File: src/rtl/adex_synapse.sv
// rtl/adex_synapse.sv - delayed, weighted, exponentially decaying spike-to-current synapse; `define SYN_DECAY_ROUND_EN for round-half-up decay
module adex_synapse #(
    parameter int NO_OF_BITS = 24,
    parameter int N_IN       = 4,
    parameter int DELAY      = 3,
    parameter int TAU_SHIFT  = 4,
    localparam int AW        = (N_IN > 1) ? $clog2(N_IN) : 1
) (
    input  logic                         clk,
    input  logic                         rst,
    input  logic                         en,
    input  logic [N_IN-1:0]              spike_in,
    input  logic                         w_we,
    input  logic [AW-1:0]                w_addr,
    input  logic signed [NO_OF_BITS-1:0] w_data,
    input  logic                         cnt_clr,
    output logic signed [NO_OF_BITS-1:0] I_syn,
    output logic                         sat,
    output logic [15:0]                  spike_cnt
);

    localparam int NB = NO_OF_BITS;
    // Headroom for N_IN full-scale weights plus the current and its decay term.
    localparam int EW = NO_OF_BITS + $clog2(N_IN) + 2;

    localparam logic signed [EW-1:0] I_MAX = {{(EW-NB+1){1'b0}}, {(NB-1){1'b1}}};
    localparam logic signed [EW-1:0] I_MIN = {{(EW-NB+1){1'b1}}, {(NB-1){1'b0}}};
`ifdef SYN_DECAY_ROUND_EN
    localparam logic signed [EW-1:0] RND   = {{(EW-1){1'b0}}, 1'b1} << (TAU_SHIFT - 1);
`endif

    logic signed [NB-1:0] weight_q [N_IN];
    logic signed [NB-1:0] I_q, I_d;
    logic                 sat_q, sat_d;
    logic [15:0]          cnt_q, cnt_d;
    logic [N_IN-1:0]      d_out;

    logic signed [EW-1:0] sum_w;
    logic signed [EW-1:0] i_ext;
    logic signed [EW-1:0] decay;
    logic signed [EW-1:0] nxt;
    logic [16:0]          pop;
    logic [16:0]          cnt_sum;

    // Axonal delay: a DELAY-deep shift register of spike vectors that only advances on enabled steps.
    generate
        if (DELAY == 0) begin : g_nodly
            assign d_out = spike_in;
        end else begin : g_dly
            logic [N_IN-1:0] dly_q [DELAY];
            // Shift the spike vectors one stage per enabled step; reset drops anything in flight.
            always_ff @(posedge clk or negedge rst) begin
                if (!rst) begin
                    for (int i = 0; i < DELAY; i++) dly_q[i] <= '0;
                end else if (en) begin
                    dly_q[0] <= spike_in;
                    for (int i = 1; i < DELAY; i++) dly_q[i] <= dly_q[i-1];
                end
            end
            assign d_out = dly_q[DELAY-1];
        end
    endgenerate

    // Weight table; a delivery at the same edge still sees the old value.
    always_ff @(posedge clk or negedge rst) begin
        if (!rst) begin
            for (int k = 0; k < N_IN; k++) weight_q[k] <= '0;
        end else if (w_we) begin
            for (int k = 0; k < N_IN; k++) begin
                if (w_addr == AW'(k)) weight_q[k] <= w_data;
            end
        end
    end

    // Sum the weights of every delivered spike and count the events.
    always_comb begin
        sum_w = '0;
        pop   = '0;
        for (int k = 0; k < N_IN; k++) begin
            if (d_out[k]) begin
                sum_w = sum_w + {{(EW-NB){weight_q[k][NB-1]}}, weight_q[k]};
                pop   = pop + 17'd1;
            end
        end
    end

    // Leaky integration with clamping to the signed output range; counter saturates at all-ones.
    always_comb begin
        i_ext = {{(EW-NB){I_q[NB-1]}}, I_q};
`ifdef SYN_DECAY_ROUND_EN
        decay = (i_ext + RND) >>> TAU_SHIFT;
`else
        decay = i_ext >>> TAU_SHIFT;
`endif
        nxt     = i_ext - decay + sum_w;
        cnt_sum = {1'b0, cnt_q} + pop;
        I_d     = I_q;
        sat_d   = 1'b0;
        cnt_d   = cnt_q;
        if (en) begin
            if (nxt > I_MAX) begin
                I_d   = I_MAX[NB-1:0];
                sat_d = 1'b1;
            end else if (nxt < I_MIN) begin
                I_d   = I_MIN[NB-1:0];
                sat_d = 1'b1;
            end else begin
                I_d   = nxt[NB-1:0];
            end
            cnt_d = cnt_sum[16] ? 16'hFFFF : cnt_sum[15:0];
        end
        if (cnt_clr) cnt_d = '0;
    end

    // Current, saturation flag and event counter registers.
    always_ff @(posedge clk or negedge rst) begin
        if (!rst) begin
            I_q   <= '0;
            sat_q <= 1'b0;
            cnt_q <= '0;
        end else begin
            I_q   <= I_d;
            sat_q <= sat_d;
            cnt_q <= cnt_d;
        end
    end

    assign I_syn     = I_q;
    assign sat       = sat_q;
    assign spike_cnt = cnt_q;

endmodule

File: config.mk
export PLATFORM = sky130hd
export DESIGN_NAME = adex_synapse
export DESIGN_NICKNAME = d
export VERILOG_FILES = /design/src/rtl/adex_synapse.sv
export SDC_FILE = /design/constraint.sdc
export NUM_CORES = 1
export LEC_CHECK = 0
export ABC_AREA = 1
export BUFFER_PORTS_ARGS = -buffer_cell sky130_fd_sc_hd__buf_2
export CAP_MARGIN = 10
export CORE_ASPECT_RATIO = 1.5
export CORE_MARGIN = 8
export CORE_UTILIZATION = 68
export DETAILED_ROUTE_END_ITERATION = 12
export PLACE_DENSITY = 0.88
export SETUP_SLACK_MARGIN = 0.02
export SYNTH_ARGS = -nofsm -noshare
export SYNTH_HDL_FRONTEND = slang
export SYNTH_SLANG_ARGS = --single-unit
File: constraint.sdc
create_clock -name clk -period 21.3 [get_ports clk]
set_input_delay 1.065 -clock clk [delete_from_list [all_inputs] [get_ports clk]]
set_output_delay 1.065 -clock clk [all_outputs]
set_load 0.1 [all_outputs]
* After elaboration in Yosys (flattened, before gate mapping)
Index checks and enable logic that the tools add are counted.
** Word-level totals
- Bits in registers :: 149
- Input bits :: 35
- Output and inout port bits :: 41
- Word-level logic and storage cells :: 46
** Cells by class
- $add $sub $neg :: 9
- Magnitude comparators :: 2
- Reduce and logical (&&, ||, !) cells :: 6
- Equal/unequal tests :: 3
- Multiplexer cells :: 16
** Operators with widths (number)
- $mux 28 :: 4
- $add 28x28->28 :: 3
- $add 17x1->17 const B :: 3
- $mux 17 :: 3
- $mux 16 :: 3
- $mux 24 :: 2
- $add 25x28->28 :: 1
- $gt 28x24->1 const B :: 1
- $lt 28x24->1 const B :: 1
- $sub 24x20->25 :: 1
- $add 16x17->17 :: 1
- $reduce_and 2->1 :: 4
- $eq 2x2->1 const B :: 2
- $mux 1 :: 4
- $eq 2x1->1 const B :: 1
- $logic_not 2->1 :: 1
- $reduce_bool 2->1 :: 1

* Depth between registers and ports, before layout
- Depth after elaboration :: 12
- Depth in mapped cells :: 57
- Depth with buffers taken out :: 53

* Worst setup path before layout
Ideal clock, no wire load.
- Path kind :: register -> register
- Start :: register g_dly.dly_q (netlist bit d_out[0])
- End :: register I_q[16] (netlist: I_syn[16])
- Data arrival time :: 7.445 ns
- Buffers on the path :: 4
- Period minus slack after synthesis :: 7.565 ns
- Stages on the path, launching flop included :: 53
- Path slack :: 13.735 ns
- Library setup time :: 0.120 ns
- Cells stage by stage :: dfrtp_1 buf_6 buf_12 clkbuf_1 nand2_1 inv_1 ha_1 fa_1 nand3_1 nand2_1 nand2_1 o211ai_2 a21boi_1 inv_1 a21o_1 inv_1 nand2_1 a31oi_1 [... 17 more ...] inv_1 ha_1 nand2_1 nor4_1 nand3_1 nand3_1 nand4_2 nand2_1 nand2_1 nand3_1 nand2_1 nand2_1 nand2_4 buf_6 nand2_1 nand2_1 nand2_1 nand2_1
** Between the ends
- Word-level cells in the longest chain between the ends :: 11
** Ends and longest elaborated chain
- from (decl) :: RTL line 50 : logic [N_IN-1:0] dly_q [DELAY];
- $mux 28 * :: RTL line 80 : if (d_out[k]) begin
- $add 28x28->28 :: RTL line 81 : sum_w = sum_w + {{(EW-NB){weight_q[k][NB-1]}}, weight_q[k]};
- $mux 28 * :: RTL line 80
- $add 28x28->28 :: RTL line 81
- $mux 28 * :: RTL line 80
- $add 28x28->28 :: RTL line 81
- $mux 28 * :: RTL line 80
- $add 25x28->28 * :: RTL line 95 : nxt = i_ext - decay + sum_w;
- $lt 28x24->1 :: RTL line 104 : end else if (nxt < I_MIN) begin
- $mux 24 :: RTL line 104
- $mux 24 * :: RTL line 101 : if (nxt > I_MAX) begin
- to (signal assigned) :: RTL line 122 : I_q <= I_d;
- to (decl) :: RTL line 33 : logic signed [NB-1:0] I_q, I_d;
Mark *: on every way between the ends. The rest lies on a longest branch, timed or not.
A chain may end at the register's enable or synchronous reset.

* Final worst setup path
- Start :: register g_dly.dly_q (netlist bit d_out[0])
- End :: register I_q[10] (netlist: I_syn[10])
Same word-level chain as after synthesis.

==> summary.md <==
| Metric | Value |
|---|---|
| Crit-path max cell delay | 0.51 ns |
| Slew of the pin with the lowest slew margin | 1.06 ns |
| Clk Latency, worst-skew pair | 0.44 ns |
| Max Cap Viol | 0 |
| Largest net degree at the start of global routing | 84 |
| Most frequent CP cell | nand2_1 |
| Synth-to-Final Area Change | 8.64% |
| CTS tree | done |
| CTS Root Cell | clkbuf_16 |
| Clock transition at path regs | 0.06 ns |
| Die height | 185 um |
| Synth Flop Type | dfrtp_1 |
| Clock Skew | 0.00821 ns |
| Post-route core utilization | 74.2% |
| Synth warnings | 0 |
| Slowest cell on crit path | fa_1 |
| Share of layout cells above drive strength 1 | 9.30% |
| Hpwl dp | 24,900 um |
| Die area | 23,800 um2 |
| Slew Limit Headroom | 29.4% |
| Fillcell total | 1,559 |
| Post-synth EDFFs | 0 |
| Reg2Reg Depth | 51 |
| # IOs | 76 |
| Startpoint types | register |
| # port buffers | 75 |
| Overall Global Routing Usage | 28.4% |
| Power per Cell Area | 169 nW/um2 |
| Worst VDD drop | 0.0000790 V |
| WL final | 32,500 um |
| Max Clock Freq | 0.112 GHz |
| Drt pass-1 iters | 5 |
| Tmin final | 8.96 ns |
| Hold crit path type | register to register |
| Synth Area per Inst | 7.11 um2 |
| Maximum clock insertion buffer count | 2 |
| Placed insts | 2,105 |
| R2r startpoint | d_out[0] |
| Cell Count, Final, Fillers Out | 2,138 |
| Crit share post-route | 42.1% |
| Worst-path fanout max | 35 |
| Hold Path Depth | 2 |
| Die width | 129 um |
| Clock Sinks | 149 |
| Vias | 12,100 |
| Flops & latches, synth | 149 |
| Reg-to-Reg End | I_syn[10] |
| Hold buffers post-CTS | 0 |
| # DRC | 0 |
| Leakage | 7.56 nW |
| RSZ-0062 raised after global routing | no |
| Setup crit end kind | register |
| Hold Path Origin | g_dly.dly_q[5] |
| # rows | 62 |
| Total grt overflow | 0 |
| Status | finished, final reports clean |
| Global-route wire length before repair | 54,700 um |
| Seq/Total Area, Yosys | 28.8% |
| H-tree depth | 4 |
| Initial DRC count | 868 |
| Hold-critical path endpoint | g_dly.dly_q[5] |
| Ys async rst share | 100% |
| Cells after Synth | 1,819 |
| PostCTS Resize Cnt | 0 |
| Number of buffers created by CTS | 17 |
| Post-synth cell types | 54 |
| Initial Util | 68.3% |
| Final Hold Fails | 0 |
| Setup TNS Final | 0 ns |
| Worst Setup Path Type | register to register |
| Vias in the first global route | 11,900 |
| Final setup vio count | 0 |
| Via density | 5.66 |
| Syn Nets | 1,988 |
| Final Wtd Congestion | 0.984 |
| WP data required | 21.67 ns |
| ANT nets after route | 0 |
| Final Max Slew Viols | 0 |
| Syn Std Cell Area | 12,900 um2 |
| Antenna violations before repair | 1 |
| Core Area | 18,900 um2 |
| DR WL/cell | 15.2 um |
| CP arrival | 9.33 ns |
| Nets | 2,037 |
| R2R Setup Slk | 12.34 ns |
| Setup bufs post-CTS | 0 |
## how the worst max path moves through the flow
stage | start | end | slack, ns | cells after the start
after global placement | d_out[0] | I_syn[1] | 12.75 | 51
after detailed placement | d_out[0] | I_syn[10] | 12.56 | 51
after CTS | d_out[0] | I_syn[10] | 12.49 | 51
after floorplan | d_out[0] | I_syn[16] | 13.74 | 52
final | d_out[0] | I_syn[10] | 12.34 | 51
after global routing | d_out[0] | I_syn[10] | 11.60 | 51
## flip-flops by register name, indices dropped and copies added, names as in the netlist
register	flops
weight_q	96
sat	1
I_syn	24
d_out	4
g_dly.dly_q	8
spike_cnt	16
## report_power, final
part	leakage, nW	internal [W]	switching, W
sequential	1.86	0.000345	0.0000654
combinational	5.41	0.000564	0.00109
clock	0.289	0.000188	0.000117
total	7.56	0.00110	0.00127
## synthesized netlist by cell type, types with 6 or more instances
master	n	area share, %
a21o_1	10	0.58
a21oi_1	125	4.8
a31oi_1	13	0.63
clkbuf_1	41	1.2
dfrtp_1	149	29
fa_1	27	4.2
ha_1	107	10
inv_1	213	6.2
nand2_1	541	16
nand2_2	9	0.44
nand2_4	7	0.61
nand3_1	64	2.5
nand3_2	9	0.70
nand4_1	11	0.53
nor2_1	78	2.3
nor3_1	14	0.54
nor4_1	6	0.29
o21ai_0	206	8.0
o21ai_1	6	0.23
o21ai_2	8	0.54
o21bai_1	10	0.58
o22ai_1	10	0.48
or2_2	11	0.53
xnor2_1	26	1.8
xor2_1	57	3.9
## placed cells by master, fill, tap and decap left out, types with 27 or more instances in the layout
cell type / netlist / layout
nand3_1: 64 / 64
fa_1: 27 / 27
o21ai_0: 206 / 206
xor2_1: 57 / 57
inv_1: 213 / 213
nor2_1: 78 / 78
buf_2: 4 / 74
ha_1: 107 / 107
a21oi_1: 125 / 125
nand2_1: 541 / 541
dfrtp_1: 149 / 149
## critical path: cells and delay by family, from the launching register on
family,cells,cell delay [ns]
and+or+nand+nor,22,2.45
AOI/OAI and AO/OA,16,3.19
buffers and inverters,6,0.57
xor gates and xnor gates,1,0.14
adders and majority gates,6,2.15
DFF,1,0.37
## per-layer routing
layer / GRT usage (%) / vias to the layer above / wire length, um
li1: - / 6048 / -
met1: 33.7 / 5641 / 13600
met2: 50.3 / 351 / 16400
met3: 3.80 / 59 / 1660
met4: 12.1 / 0 / 861
met5: 0 / - / 0
## final cells by class
type | count | area (um2) | area share [%]
Inverter | 219 | 822 | 5.85
Tap cell | 256 | 320 | 2.28
Clock inverter | 7 | 93.8 | 0.668
Multi-Input combinational cell | 1395 | 8110 | 57.7
Timing Repair Buffer | 86 | 464 | 3.31
Clock buffer | 25 | 505 | 3.60
Sequential cell | 149 | 3730 | 26.6
Antenna cell | 1 | 2.50 | 0.0178
## metrics by stage
step | cell area (um2) | hold slack, ns | total power (W) | setup WS (ns)
5_1_grt | 14000 | 0.490 | 0.00260 | 11.60
3_5_place_dp | 13400 | 0.463 | 0.00205 | 12.56
3_3_place_gp | 13400 | 0.457 | 0.00200 | 12.75
2_1_floorplan | 12900 | 0.442 | 0.00177 | 13.74
6_report | 14000 | 0.473 | 0.00237 | 12.34
4_1_cts | 14000 | 0.478 | 0.00237 | 12.49
## logic make-up after synthesis
logic type      after synthesis  synth area share (%)
simple gates                765                  25.1
fa+ha+maj                   134                  14.5
xor+xnor                     83                  5.62
compound gates              412                  17.5
other cells                   1                0.0290
buf+inv                     275                  8.44
flops                       149                  28.8
No activity file was read; power rests on OpenSTA's default activity.
